==> config.mk <==
export PLATFORM = sky130hd
export DESIGN_NAME = fpu_float_issue_ctrl
export DESIGN_NICKNAME = d
export VERILOG_FILES = /design/src/rtl/bsg_vanilla_pkg.sv /design/src/rtl/fpu_float_issue_arb.sv /design/src/rtl/fpu_float_issue_ctrl.sv
export SDC_FILE = /design/constraint.sdc
export NUM_CORES = 1
export LEC_CHECK = 0
export ABC_AREA = 1
export BUFFER_PORTS_ARGS = -buffer_cell sky130_fd_sc_hd__buf_2
export CAP_MARGIN = 20
export CELL_PAD_IN_SITES_DETAIL_PLACEMENT = 1
export CELL_PAD_IN_SITES_GLOBAL_PLACEMENT = 2
export CORE_MARGIN = 3
export CORE_UTILIZATION = 28
export DETAILED_ROUTE_END_ITERATION = 8
export MAX_ROUTING_LAYER = met4
export PLACE_DENSITY_LB_ADDON = 0.1
export SLEW_MARGIN = 20
export SYNTH_ARGS = -nofsm -noshare
export SYNTH_HDL_FRONTEND = slang
export SYNTH_SLANG_ARGS = --single-unit
==> constraint.sdc <==
create_clock -name clk_i -period 1.9 [get_ports clk_i]
set_clock_uncertainty 0.1 [all_clocks]
set_input_delay 0.38 -clock clk_i [delete_from_list [all_inputs] [get_ports clk_i]]
set_output_delay 0.38 -clock clk_i [all_outputs]
set_load 0.01 [all_outputs]
==> src/rtl/bsg_vanilla_pkg.sv <==
`default_nettype none
// ============================================================================
//  Module   : bsg_vanilla_pkg
//  Brief    : Shared types and defaults for the fpu_float issue controller.
//  Revision : 1.0
// ============================================================================
package bsg_vanilla_pkg;

    localparam int fpu_issue_starve_limit_gp = 4;
    localparam int fpu_issue_rd_width_gp     = 5;

    // Stage-1 occupancy record; stage 2 uses only v and rd (always FP).
    typedef struct packed {
        logic                             v;
        logic                             is_imul;
        logic [fpu_issue_rd_width_gp-1:0] rd;
    } fpu_issue_stage_s;

endpackage
`default_nettype wire

==> src/rtl/fpu_float_issue_arb.sv <==
`default_nettype none
// ============================================================================
//  Module   : fpu_float_issue_arb
//  Brief    : FP-priority two-requester arbiter with imul starvation override.
//  Revision : 1.0
// ============================================================================
module fpu_float_issue_arb
    import bsg_vanilla_pkg::*;
#(
    parameter int starve_limit_p = fpu_issue_starve_limit_gp
) (
    input  logic clk_i,
    input  logic reset_n_i,
    input  logic imul_req_i,
    input  logic fp_req_i,
    input  logic issue_en_i,
    output logic imul_grant_o,
    output logic fp_grant_o
);

    localparam logic [3:0] c_starve_limit = 4'(starve_limit_p);
    localparam logic [3:0] c_starve_max   = 4'hF;

    logic [3:0] r_starve;
    logic       w_imul_pri;

    assign w_imul_pri = (r_starve >= c_starve_limit);

    // Grants are forced low while reset is held, independent of the clock.
    assign imul_grant_o = reset_n_i & issue_en_i & imul_req_i & (~fp_req_i | w_imul_pri);
    assign fp_grant_o   = reset_n_i & issue_en_i & fp_req_i & ~(imul_req_i & w_imul_pri);

    always_ff @(posedge clk_i or negedge reset_n_i) begin
        if (!reset_n_i) begin
            r_starve <= '0;
        end else if (!imul_req_i || imul_grant_o) begin
            r_starve <= '0;
        end else if (issue_en_i && (r_starve != c_starve_max)) begin
            r_starve <= r_starve + 4'd1;
        end
    end

endmodule
`default_nettype wire

==> src/rtl/fpu_float_issue_ctrl.sv <==
`default_nettype none
// ============================================================================
//  Module   : fpu_float_issue_ctrl
//  Brief    : Issue, stall and hazard tracking for the two-stage fpu_float.
//  Revision : 1.0
// ============================================================================
module fpu_float_issue_ctrl
    import bsg_vanilla_pkg::*;
#(
    parameter int reg_addr_width_p = 5,
    parameter int starve_limit_p   = fpu_issue_starve_limit_gp,
    parameter int perf_width_p     = 16
) (
    input  logic                        clk_i,
    input  logic                        reset_n_i,
    input  logic                        imul_req_i,
    input  logic [reg_addr_width_p-1:0] imul_rd_i,
    output logic                        imul_grant_o,
    input  logic                        fp_req_i,
    input  logic [reg_addr_width_p-1:0] fp_rd_i,
    output logic                        fp_grant_o,
    input  logic                        int_wb_ready_i,
    input  logic                        fp_wb_ready_i,
    output logic                        stall_fpu1_o,
    output logic                        stall_fpu2_o,
    output logic                        s1_v_o,
    output logic                        s1_is_imul_o,
    output logic [reg_addr_width_p-1:0] s1_rd_o,
    output logic [reg_addr_width_p-1:0] s2_rd_o,
    output logic                        s2_v_o,
    input  logic [reg_addr_width_p-1:0] chk_rd_i,
    input  logic                        chk_is_fp_i,
    output logic                        chk_hit_o,
    output logic                        idle_o,
    output logic [perf_width_p-1:0]     contention_cnt_o
);

    logic                        r_s1_v;
    logic                        r_s1_is_imul;
    logic [reg_addr_width_p-1:0] r_s1_rd;
    logic                        r_s2_v;
    logic [reg_addr_width_p-1:0] r_s2_rd;
    logic [perf_width_p-1:0]     r_contention;

    logic w_s1_done;
    logic w_issue_en;
    logic w_s2_move;
    logic w_s2_retire;
    logic w_s1_hit;
    logic w_s2_hit;
    logic w_int_x0;

    assign stall_fpu2_o = r_s2_v & ~fp_wb_ready_i;
    assign w_s1_done    = r_s1_is_imul ? int_wb_ready_i : ~stall_fpu2_o;
    assign stall_fpu1_o = r_s1_v & ~w_s1_done;
    assign w_issue_en   = ~stall_fpu1_o;

    fpu_float_issue_arb #(
        .starve_limit_p (starve_limit_p)
    ) u_arb (
        .clk_i        (clk_i),
        .reset_n_i    (reset_n_i),
        .imul_req_i   (imul_req_i),
        .fp_req_i     (fp_req_i),
        .issue_en_i   (w_issue_en),
        .imul_grant_o (imul_grant_o),
        .fp_grant_o   (fp_grant_o)
    );

    // imul results leave from stage 1; only FP ops advance into stage 2.
    assign w_s2_move   = r_s1_v & ~r_s1_is_imul & w_s1_done;
    assign w_s2_retire = r_s2_v & fp_wb_ready_i;

    always_ff @(posedge clk_i or negedge reset_n_i) begin
        if (!reset_n_i) begin
            r_s1_v       <= 1'b0;
            r_s1_is_imul <= 1'b0;
            r_s1_rd      <= '0;
            r_s2_v       <= 1'b0;
            r_s2_rd      <= '0;
        end else begin
            if (imul_grant_o || fp_grant_o) begin
                r_s1_v       <= 1'b1;
                r_s1_is_imul <= imul_grant_o;
                r_s1_rd      <= imul_grant_o ? imul_rd_i : fp_rd_i;
            end else if (w_s1_done) begin
                r_s1_v       <= 1'b0;
                r_s1_is_imul <= 1'b0;
            end

            if (w_s2_move) begin
                r_s2_v  <= 1'b1;
                r_s2_rd <= r_s1_rd;
            end else if (w_s2_retire) begin
                r_s2_v  <= 1'b0;
            end
        end
    end

    always_ff @(posedge clk_i or negedge reset_n_i) begin
        if (!reset_n_i) begin
            r_contention <= '0;
        end else if (imul_req_i && fp_req_i && w_issue_en && (r_contention != '1)) begin
            r_contention <= r_contention + perf_width_p'(1);
        end
    end

    // Integer x0 is hardwired, so a pending write to it is never a hazard.
    assign w_s1_hit  = r_s1_v & (r_s1_rd == chk_rd_i) & (r_s1_is_imul == ~chk_is_fp_i);
    assign w_s2_hit  = r_s2_v & (r_s2_rd == chk_rd_i) & chk_is_fp_i;
    assign w_int_x0  = ~chk_is_fp_i & (chk_rd_i == '0);
    assign chk_hit_o = (w_s1_hit | w_s2_hit) & ~w_int_x0;

    assign idle_o           = ~r_s1_v & ~r_s2_v;
    assign s1_v_o           = r_s1_v;
    assign s1_is_imul_o     = r_s1_is_imul;
    assign s1_rd_o          = r_s1_rd;
    assign s2_v_o           = r_s2_v;
    assign s2_rd_o          = r_s2_rd;
    assign contention_cnt_o = r_contention;

endmodule
`default_nettype wire

==> results of run 1 <==
cell usage in the layout, fill, tap and decap left out, types with 2 or more instances in the layout:
master / synthesis / final
nand2_1: 120 / 116
clkbuf_8: 0 / 7
buf_4: 1 / 16
a21oi_2: 0 / 2
nand3_1: 15 / 15
buf_2: 0 / 56
nand2_2: 6 / 9
nand4_1: 11 / 11
nor2_2: 2 / 2
ha_1: 2 / 2
nand2_4: 1 / 2
nand3_2: 2 / 2
nor3_2: 0 / 2
inv_1: 39 / 37
nor2_1: 29 / 28
o21ai_0: 13 / 12
o21bai_1: 2 / 2
xor2_1: 3 / 3
xnor2_1: 8 / 8
inv_2: 1 / 3
dfrtp_1: 33 / 28
dfrtp_2: 0 / 5
state kept, by name (all words and copies together) (netlist names):
| register | cells |
|---|---|
| contention_cnt_o | 16 |
| s1_rd_o | 5 |
| u_arb.r_starve | 4 |
| s1_is_imul_o | 1 |
| s2_v_o | 1 |
| s2_rd_o | 5 |
| s1_v_o | 1 |
cells by family after synthesis:
logic type / count (synthesis) / share of synthesized area
compound gates: 19 / 0.0531
xor+xnor: 11 / 0.0459
fa+ha+maj: 2 / 0.0119
buf+inv: 46 / 0.0954
flops: 33 / 0.394
simple gates: 192 / 0.400
path summary, 6_finish.rpt:
check,slack (ns),from,to
setup reg to reg,0.22,contention_cnt_o[1],contention_cnt_o[10]
setup / recovery,0.03,s1_rd_o[4],chk_hit_o
max in group asynchronous,0.79,reset_n_i,s1_rd_o[3]
hold reg to reg,0.41,s2_rd_o[4],s2_rd_o[4]
hold / removal,0.26,int_wb_ready_i,s1_is_imul_o
min in group asynchronous,0.53,reset_n_i,s2_rd_o[0]
timing repair:
item	in CTS	in global routing
gates resized for setup	6	14
pin swaps	1	6
hold buffers	1	0
hold endpoints to repair	10	0
setup endpoints to repair	3	4
buffers inserted	1	6
final cells by class:
class | count | area, µm² | share of cell area
multi-input combinational | 224 | 1110 | 0.404
sequential | 33 | 832 | 0.302
timing repair buffer | 74 | 430 | 0.156
inverter | 41 | 159 | 0.0576
tap | 96 | 120 | 0.0436
clock buffer | 7 | 96.3 | 0.0349
clock inverter | 1 | 5.00 | 0.00181
worst register-to-register path, cell delays in order (launching register included):
cell     delay (ns)
dfrtp_1        0.40
ha_1           0.28
nand3_4        0.12
nor2_1         0.29
nand2_1        0.14
xnor2_1        0.15
nand2_1        0.06
nand2_1        0.04
metrics by stage:
stage / util / std cells / TNS (ns) / power [W] / setup WS, ns
after floorplan: - / 303 / 0 / 0.00149 / 0.225
after global placement: 0.363 / 460 / 0 / 0.00184 / 0.211
after detailed placement: 0.363 / 460 / 0 / 0.00186 / 0.171
after CTS: 0.382 / 470 / -0.000717 / 0.00249 / -0.000717
after global routing: 0.393 / 476 / -0.172 / 0.00274 / -0.0697
final: 0.393 / 476 / 0 / 0.00251 / 0.0263
layer usage:
metal / share of wire / up-vias
met4: 0.0097 / 0
li1: - / 1088
met5: 0 / -
met1: 0.45 / 987
met2: 0.50 / 35
met3: 0.039 / 5
power by group:
part | total, W | switching [W] | internal (W)
registers | 0.00103 | 0.000176 | 0.000851
clock network | 0.000597 | 0.000269 | 0.000328
logic | 0.000891 | 0.000506 | 0.000385
total | 0.00251 | 0.000950 | 0.00156
==> results by group, run 1 <==
Run status
  – Status: finished, final reports clean

Worst setup path
  – CP Depth: 6
  – Worst path cell trace: inv_2 > o21ai_0 > nor3_2 > nand2_1 > a21oi_2 > buf_2
  – Critical path's top delay family: flip-flops
  – Worst EP arrival: 1.39 ns
  – Worst setup path category: flop to primary output
  – Cells on worst reg2reg path: 7
  – Worst Path Buf+Inv: 2
  – Worst Setup End Kind: primary output
  – Slowest stage delay, CP: 0.40 ns
  – Critical-path maximum fanout: 3
  – CP max stage cell: dfrtp_1
  – Startpoint class of the critical path: flop
  – CP required: 1.42 ns

Synth
  – Cell taking the most area after synthesis: dfrtp_1
  – Synth unique cells: 27
  – Syn Nets: 327
  – Synth area leaders: dfrtp_1, nand2_1, inv_1
  – Cell count after synthesis: 303
  – Top FF cell, synth: dfrtp_1
  – Cell with the most instances after synthesis: nand2_1
  – Synth warn: 0
  – Async SR Flop Fraction: 1.00
  – Top cell type's share of synthesized area: 0.394
  – Post-synth EDFFs: 0
  – Commonest cells in the synthesized netlist: nand2_1, inv_1, dfrtp_1
  – Syn Std Cell Area: 0.00210 mm²
  – Register area share after synthesis: 0.394
  – Number of synthesized register bits: 33
  – Syn Area/Cell: 6.92 µm²

Global route
  – First-pass GRT wire length: 10.8 mm
  – Vias in the first global route: 2290
  – Total grt overflow: 0
  – Routing usage on met1: 0.190
  – Tot GR Track Use: 0.160
  – Top Usage Layer GRT: met2
  – M2 GR Usage: 0.279
  – Antenna violations before repair: 0
  – GR met3 Demand/Resource: 0.0284
  – Largest net degree at the start of global routing: 29

Clocking
  – Inserted Clock Buffers: 5
  – Worst-skew pair later-pin latency: 0.29 ns
  – Max Root-Sink Buffers: 2
  – Clk Tree Root Cell: clkbuf_8
  – H-tree depth: 2
  – TritonCTS clock tree: done
  – Clock transition at path regs: 0.07 ns
  – # clock sinks: 33

Placement
  – HPWL after detailed placement: 4.84 mm
  – DP Area: 0.00254 mm²
  – Routability congestion estimate: 0.755
  – Port-buffer cells: 56

Layout
  – # nets final: 403
  – Layout area overhead: 31.4%
  – Total of fill cells in the finished design: 941
  – Fin area: 0.00276 mm²
  – Antenna cells: 0
  – Layout cell share with drive strength beyond 1: 0.300

STA
  – Setup violators final: 0
  – Min cycle time layout: 1.87 ns
  – Final slew viol count: 0
  – Fin crit share: 0.986
  – Setup repair after global routing missed its margin: yes
  – Endpoints failing hold: 0
  – Hold slack: 0.264 ns
  – Tightest Pin Transition: 0.391 ns
  – Slew margin rel.: 0.738
  – Max Freq: 0.534 GHz

Route
  – Pre-antenna DRT Iters: 5
  – Wire per inst: 12.8 µm
  – DR iter-0 viols: 13
  – Via count: 2115
  – WL final: 6.08 mm
  – DRC Markers: 0
  – Via density: 4.44
  – Post-route antenna net violation count: 0

Min path
  – Hold path depth: 4
  – Hold Path Class: primary input to flop

Die
  – Die footprint: 0.00857 mm²
  – Cell Rows: 30
  – Die width: 92.6 µm
  – Core area: 0.00702 mm²
  – Ports: 57
  – Die height: 92.6 µm
  – Initial Utilization: 0.299

Run
  – # Max-Cap Violations: 0

Power
  – P per Cell Area: 912 mW/mm²
  – Max IR drop VDD: 0.414 mV
  – Leak Pwr: 1.51 nW
Note: power is estimated with default switching activity, not from simulation.
==> run 2: changes to the inputs <==
CORE_ASPECT_RATIO = 2   (was unset)
SYNTH_HIERARCHICAL = 1   (was unset)
==> results by group, run 2 <==
Synth
  – Commonest cells in the synthesized netlist: nand2_1, dfrtp_1, nor2_1
  – Post-synth EDFFs: 0
  – Top FF cell, synth: dfrtp_1
  – Synth unique cells: 28
  – Async SR Flop Fraction: 1.00
  – Synth area leaders: dfrtp_1, nand2_1, nand3_1
  – Register area share after synthesis: 0.412
  – Cell taking the most area after synthesis: dfrtp_1
  – Top cell type's share of synthesized area: 0.412
  – Cell count after synthesis: 288
  – Number of synthesized register bits: 33
  – Syn Nets: 312
  – Cell with the most instances after synthesis: nand2_1
  – Synth warn: 6
  – Syn Area/Cell: 6.96 µm²
  – Syn Std Cell Area: 0.00200 mm²

Power
  – Max IR drop VDD: 0.551 mV
  – Total power: 0.00265 W
  – Switching pwr: 0.000926 W
  – Leak Pwr: 1.52 nW
  – Clock power share: 0.299
  – P per Cell Area: 943 mW/mm²
  – Combinational power share: 0.338
  – Pint: 0.00173 W
  – Sequential power share: 0.363
  – Switching share of power: 0.349

Global route
  – Antenna violations before repair: 0
  – Vias in the first global route: 2284
  – Total grt overflow: 0
  – First-pass GRT wire length: 11.0 mm
  – Tot GR Track Use: 0.184
  – Largest net degree at the start of global routing: 34

Route
  – Via count: 2176
  – Wire per inst: 14.5 µm
  – DR iter-0 viols: 42
  – Post-route antenna net violation count: 0
  – Via density: 4.62
  – DRC Markers: 0
  – WL final: 6.84 mm
  – Pre-antenna DRT Iters: 4

Clocking
  – CTS Hold Bufs: 0
  – TritonCTS clock tree: done
  – # clock sinks: 33
  – Clk Tree Root Cell: clkbuf_16
  – Max Root-Sink Buffers: 2
  – H-tree depth: 2
  – Worst-skew pair later-pin latency: 0.28 ns
  – Inserted Clock Buffers: 5
  – Clock transition at path regs: 0.06 ns

Layout
  – Layout area overhead: 40.4%
  – Layout cell share with drive strength beyond 1: 0.323
  – # nets final: 404
  – Fin area: 0.00281 mm²
  – Antenna cells: 0
  – Most common cell after layout, fill and taps aside: nand2_1
  – Most frequent cells in the layout: nand2_1, buf_2, dfrtp_1, buf_4, nor2_1
  – Max FFs per register: 16

STA
  – Final slew viol count: 0
  – Slew margin rel.: 0.693
  – Min cycle time layout: 1.87 ns
  – Setup violators final: 0
  – Setup repair after global routing missed its margin: yes
  – Endpoints failing hold: 0
  – Tightest Pin Transition: 0.460 ns
  – Setup TNS: 0 ns
  – Fin crit share: 0.983
  – Max Freq: 0.536 GHz

Run status
  – Status: finished, final reports clean

Die
  – Cell Rows: 43
  – Ports: 57
  – Die width: 65.8 µm
  – Die footprint: 0.00827 mm²
  – Core area: 0.00694 mm²
  – Initial Utilization: 0.289
  – Die height: 126 µm

Worst setup path
  – Worst setup endpoint: chk_hit_o
  – Worst setup path category: flop to primary output
  – Reg2Reg Setup Slack: 0.19 ns
  – Critical-path maximum fanout: 4
  – Cells on worst reg2reg path: 12
  – Reg2reg end: s1_rd_o[3]
  – Worst Setup End Kind: primary output
  – Startpoint class of the critical path: flop
  – CP required: 1.42 ns
  – CP startpoint: s1_is_imul_o
  – Worst EP arrival: 1.39 ns
  – Reg2reg start: s2_v_o

Min path
  – Hold Path Class: primary input to async pin

Placement
  – HPWL after detailed placement: 5.48 mm
  – DP Area: 0.00256 mm²
  – Port-buffer cells: 56
  – Routability congestion estimate: 0.716

Run
  – # Max-Cap Violations: 0
==> run 2: metrics by stage <==
step / utilization / std cells / hold slack (ns) / setup slack (ns)
floorplan: - / 288 / -0.0156 / 0.0804
global placement: 0.370 / 457 / 0.368 / 0.00710
detailed placement: 0.370 / 457 / 0.365 / -0.00178
CTS: 0.398 / 467 / 0.0731 / -0.0150
global route: 0.405 / 471 / 0.104 / -0.0534
finish: 0.405 / 471 / 0.0594 / 0.0330
==> run 2: repair_timing <==
action | in CTS | in global routing
endpoints found under the setup margin | 5 | 3
gates resized for setup | 12 | 5
setup buffers | 2 | 4
pin swaps | 4 | 2
==> run 2: worst max-delay path, stage by stage (launching register included) <==
cell and delay [ns]:
dfrtp_1 0.38, buf_6 0.13, or2_4 0.24, nand3_2 0.05
nor2_1 0.04, nand2_1 0.07, a21oi_2 0.05, buf_2 0.14
==> run 2: cell families (layout without fill, tap and decap cells) <==
group,after synthesis,after routing,synth area share
buffers and inverters,33,126,0.0675
multiplexers,2,2,0.0112
AND/OR/NAND/NOR,192,192,0.406
flip-flops,33,33,0.412
AO/OA/AOI/OAI,15,15,0.0425
adder cells (fa/ha/maj),2,2,0.0125
XOR/XNOR,11,11,0.0481
==> run 2: metal layers <==
metal,up-vias,GRT usage,part of all wire
met4,0,0.0660,0.017
met5,-,-,0
met2,44,0.374,0.61
li1,1085,-,-
met3,6,0.0294,0.033
met1,1041,0.154,0.34
==> run 2: power groups by stage <==
stage          Clock (W)  Sequential, W  Combinational (W)
2_1_floorplan          0        0.00105           0.000365
3_3_place_gp           0       0.000973           0.000842
3_5_place_dp           0       0.000977           0.000856
4_1_cts         0.000822       0.000965           0.000891
5_1_grt         0.000844       0.000989            0.00100
6_report        0.000793       0.000962           0.000897
==> run 2: cell type report <==
type / count / area [µm²]
fill: 905 / 4130
multi-input combinational: 222 / 1090
sequential: 33 / 826
timing repair buffer: 87 / 529
clock buffer: 6 / 129
inverter: 31 / 116
tap: 90 / 113
clock inverter: 2 / 10.0
==> run 2: how the worst min path moves through the flow <==
stage | from | to | slack, ns | cells after the start
final | reset_n_i | s2_v_o | 0.06 | 2
after global routing | reset_n_i | s2_v_o | 0.10 | 2
after CTS | reset_n_i | s2_v_o | 0.07 | 2
after detailed placement | reset_n_i | s2_v_o | 0.37 | 2
after global placement | reset_n_i | s2_v_o | 0.37 | 2
after floorplan | reset_n_i | contention_cnt_o[0] | -0.02 | 0
==> run 3: changes to the inputs <==
ABC_AREA = unset   (was 1)
CORE_UTILIZATION = 31   (was 28)
==> results by group, run 3 <==
Worst setup path
  – Worst setup path category: flop to primary output
  – Reg2reg start: s1_is_imul_o
  – Critical-path maximum fanout: 2
  – Reg2Reg Setup Slack: 0.10 ns
  – CP required: 1.42 ns
  – Startpoint class of the critical path: flop
  – Worst EP arrival: 1.67 ns
  – Worst Setup End Kind: primary output
  – Reg2reg end: s1_is_imul_o
  – Cells on worst reg2reg path: 8

Clocking
  – TritonCTS clock tree: done
  – # clock sinks: 33
  – Inserted Clock Buffers: 5
  – Worst-skew pair later-pin latency: 0.28 ns
  – Clk Tree Root Cell: clkbuf_8
  – H-tree depth: 2
  – Max Root-Sink Buffers: 2
  – Clock transition at path regs: 0.07 ns

Die
  – Die footprint: 0.00678 mm²
  – Ports: 57
  – Die width: 59.7 µm
  – Initial Utilization: 0.325
  – Die height: 113 µm
  – Cell Rows: 38
  – Core area: 0.00552 mm²

STA
  – Setup repair after global routing missed its margin: yes
  – Fin crit share: 1.13
  – Endpoints failing hold: 0
  – Tightest Pin Transition: 0.479 ns
  – Final worst-path setup slack: -0.249 ns
  – Final slew viol count: 0
  – Setup violators final: 2
  – Slew margin rel.: 0.679
  – Min cycle time layout: 2.15 ns
  – Max Freq: 0.465 GHz

Power
  – P per Cell Area: 965 mW/mm²
  – Leak Pwr: 1.27 nW
  – Total power: 0.00242 W
  – Max IR drop VDD: 0.538 mV

Layout
  – # nets final: 272
  – Layout area overhead: 40.0%
  – Antenna cells: 0
  – Max FFs per register: 16
  – Fin area: 0.00251 mm²
  – Most frequent cells in the layout: buf_2, dfrtp_1, buf_4, xor2_1, nand2_1
  – Layout cell share with drive strength beyond 1: 0.490
  – Most common cell after layout, fill and taps aside: buf_2

Route
  – Wire per inst: 17.7 µm
  – Via density: 5.30
  – Post-route antenna net violation count: 0
  – DRC Markers: 0
  – WL final: 5.46 mm
  – Pre-antenna DRT Iters: 4
  – Via count: 1639
  – DR iter-0 viols: 56

Placement
  – DP Area: 0.00230 mm²
  – HPWL after detailed placement: 4.29 mm
  – Routability congestion estimate: 0.755
  – Port-buffer cells: 56
  – Post-Place Setup Slack: -0.105 ns

Synth
  – Cell with the most instances after synthesis: dfrtp_1
  – Syn Std Cell Area: 0.00179 mm²
  – Commonest cells in the synthesized netlist: dfrtp_1, xor2_1, nand2_1
  – Synth area leaders: dfrtp_1, xor2_1, mux2_2
  – Number of synthesized register bits: 33
  – Post-synth EDFFs: 0
  – Cell count after synthesis: 162
  – Syn Nets: 186
  – Synth unique cells: 40
  – Register area share after synthesis: 0.461
  – Top cell type's share of synthesized area: 0.461
  – Top FF cell, synth: dfrtp_1
  – Cell taking the most area after synthesis: dfrtp_1
  – Syn Area/Cell: 11.1 µm²
  – Synth warn: 6
  – Async SR Flop Fraction: 1.00

Run status
  – Status: finished with violations
  – Failing checks: negative setup slack

Global route
  – First-pass GRT wire length: 8.48 mm
  – Largest net degree at the start of global routing: 30
  – Total grt overflow: 0
  – Antenna violations before repair: 0
  – Tot GR Track Use: 0.170
  – Vias in the first global route: 1729

Min path
  – Hold Path Class: primary input to async pin

Run
  – # Max-Cap Violations: 0
## run 3: changes by cell type after synthesis, moves of 5 or more
cell,previous run,this run
nor4_1,0,5
nor3b_1,0,6
nor2_1,27,2
xor2_1,5,21
nor3_1,1,7
mux2i_1,0,5
inv_1,26,3
nand2_1,124,11
nand3_1,21,6
## run 3: worst max path at each step
stage                start  cells past startpoint      endpoint
5_1_grt         s1_rd_o[3]                      5     chk_hit_o
3_5_place_dp   chk_rd_i[3]                      6     chk_hit_o
6_report        s1_rd_o[3]                      5     chk_hit_o
3_3_place_gp   chk_rd_i[2]                      5     chk_hit_o
4_1_cts         s1_rd_o[3]                      5     chk_hit_o
2_1_floorplan       s1_v_o                      7  s1_is_imul_o
## run 3: area by class of cell
class                           instances  area (µm²)
Fill cell                             647        3010
Multi-Input combinational cell        123        1010
Sequential cell                        33         830
Timing Repair Buffer                   81         489
Tap cell                               60        75.1
Clock buffer                            5        68.8
Clock inverter                          3        17.5
Inverter                                4        15.0
## run 3: layer usage
metal  global-route usage  share of wire  up-vias
met5                    -              0        -
met4               0.0488          0.013        0
met3               0.0283          0.049        5
met2                0.337           0.62       44
met1                0.153           0.32      821
li1                     -              -      769
## run 3: cells by family (layout without fill, tap and decap cells)
family	count (synthesis)	after routing	synth area share
buffers and inverters	6	93	0.0126
adder cells (fa/ha/maj)	2	2	0.0140
AND/OR/NAND/NOR	70	70	0.275
AO/OA/AOI/OAI	14	14	0.0426
flip-flops	33	33	0.461
multiplexers	11	11	0.0678
XOR/XNOR	26	26	0.127
## run 3: through the flow
step / TNS, ns / utilization / hold WS, ns / std cells
6_report: -0.300 / 0.455 / 0.0724 / 309
5_1_grt: -0.609 / 0.455 / 0.100 / 309
4_1_cts: -0.379 / 0.443 / 0.0836 / 304
3_5_place_dp: -0.105 / 0.418 / 0.118 / 293
3_3_place_gp: 0 / 0.418 / 0.113 / 293
2_1_floorplan: 0 / - / -0.0156 / 162
## run 3: repair_timing
action / CTS / global route
hold buffers: 1 / 0
pin swaps: 2 / 3
endpoints found under the setup margin: 3 / 8
setup buffers: 2 / 5
endpoints found under the hold margin: 4 / 0
resized for setup: 7 / 5
gates cloned: 0 / 0
## run 3: power breakdown
group | switching (W) | internal [W] | total [W]
combinational | 0.000437 | 0.000436 | 0.000872
sequential | 0.000167 | 0.000863 | 0.00103
clock | 0.000265 | 0.000253 | 0.000518
## run 3: worst max-delay path: stages (launching register included)
cell     delay, ns
dfrtp_1       0.41
xnor2_1       0.17
nand4_1       0.11
or4_1         0.43
a21oi_2       0.13
buf_2         0.14
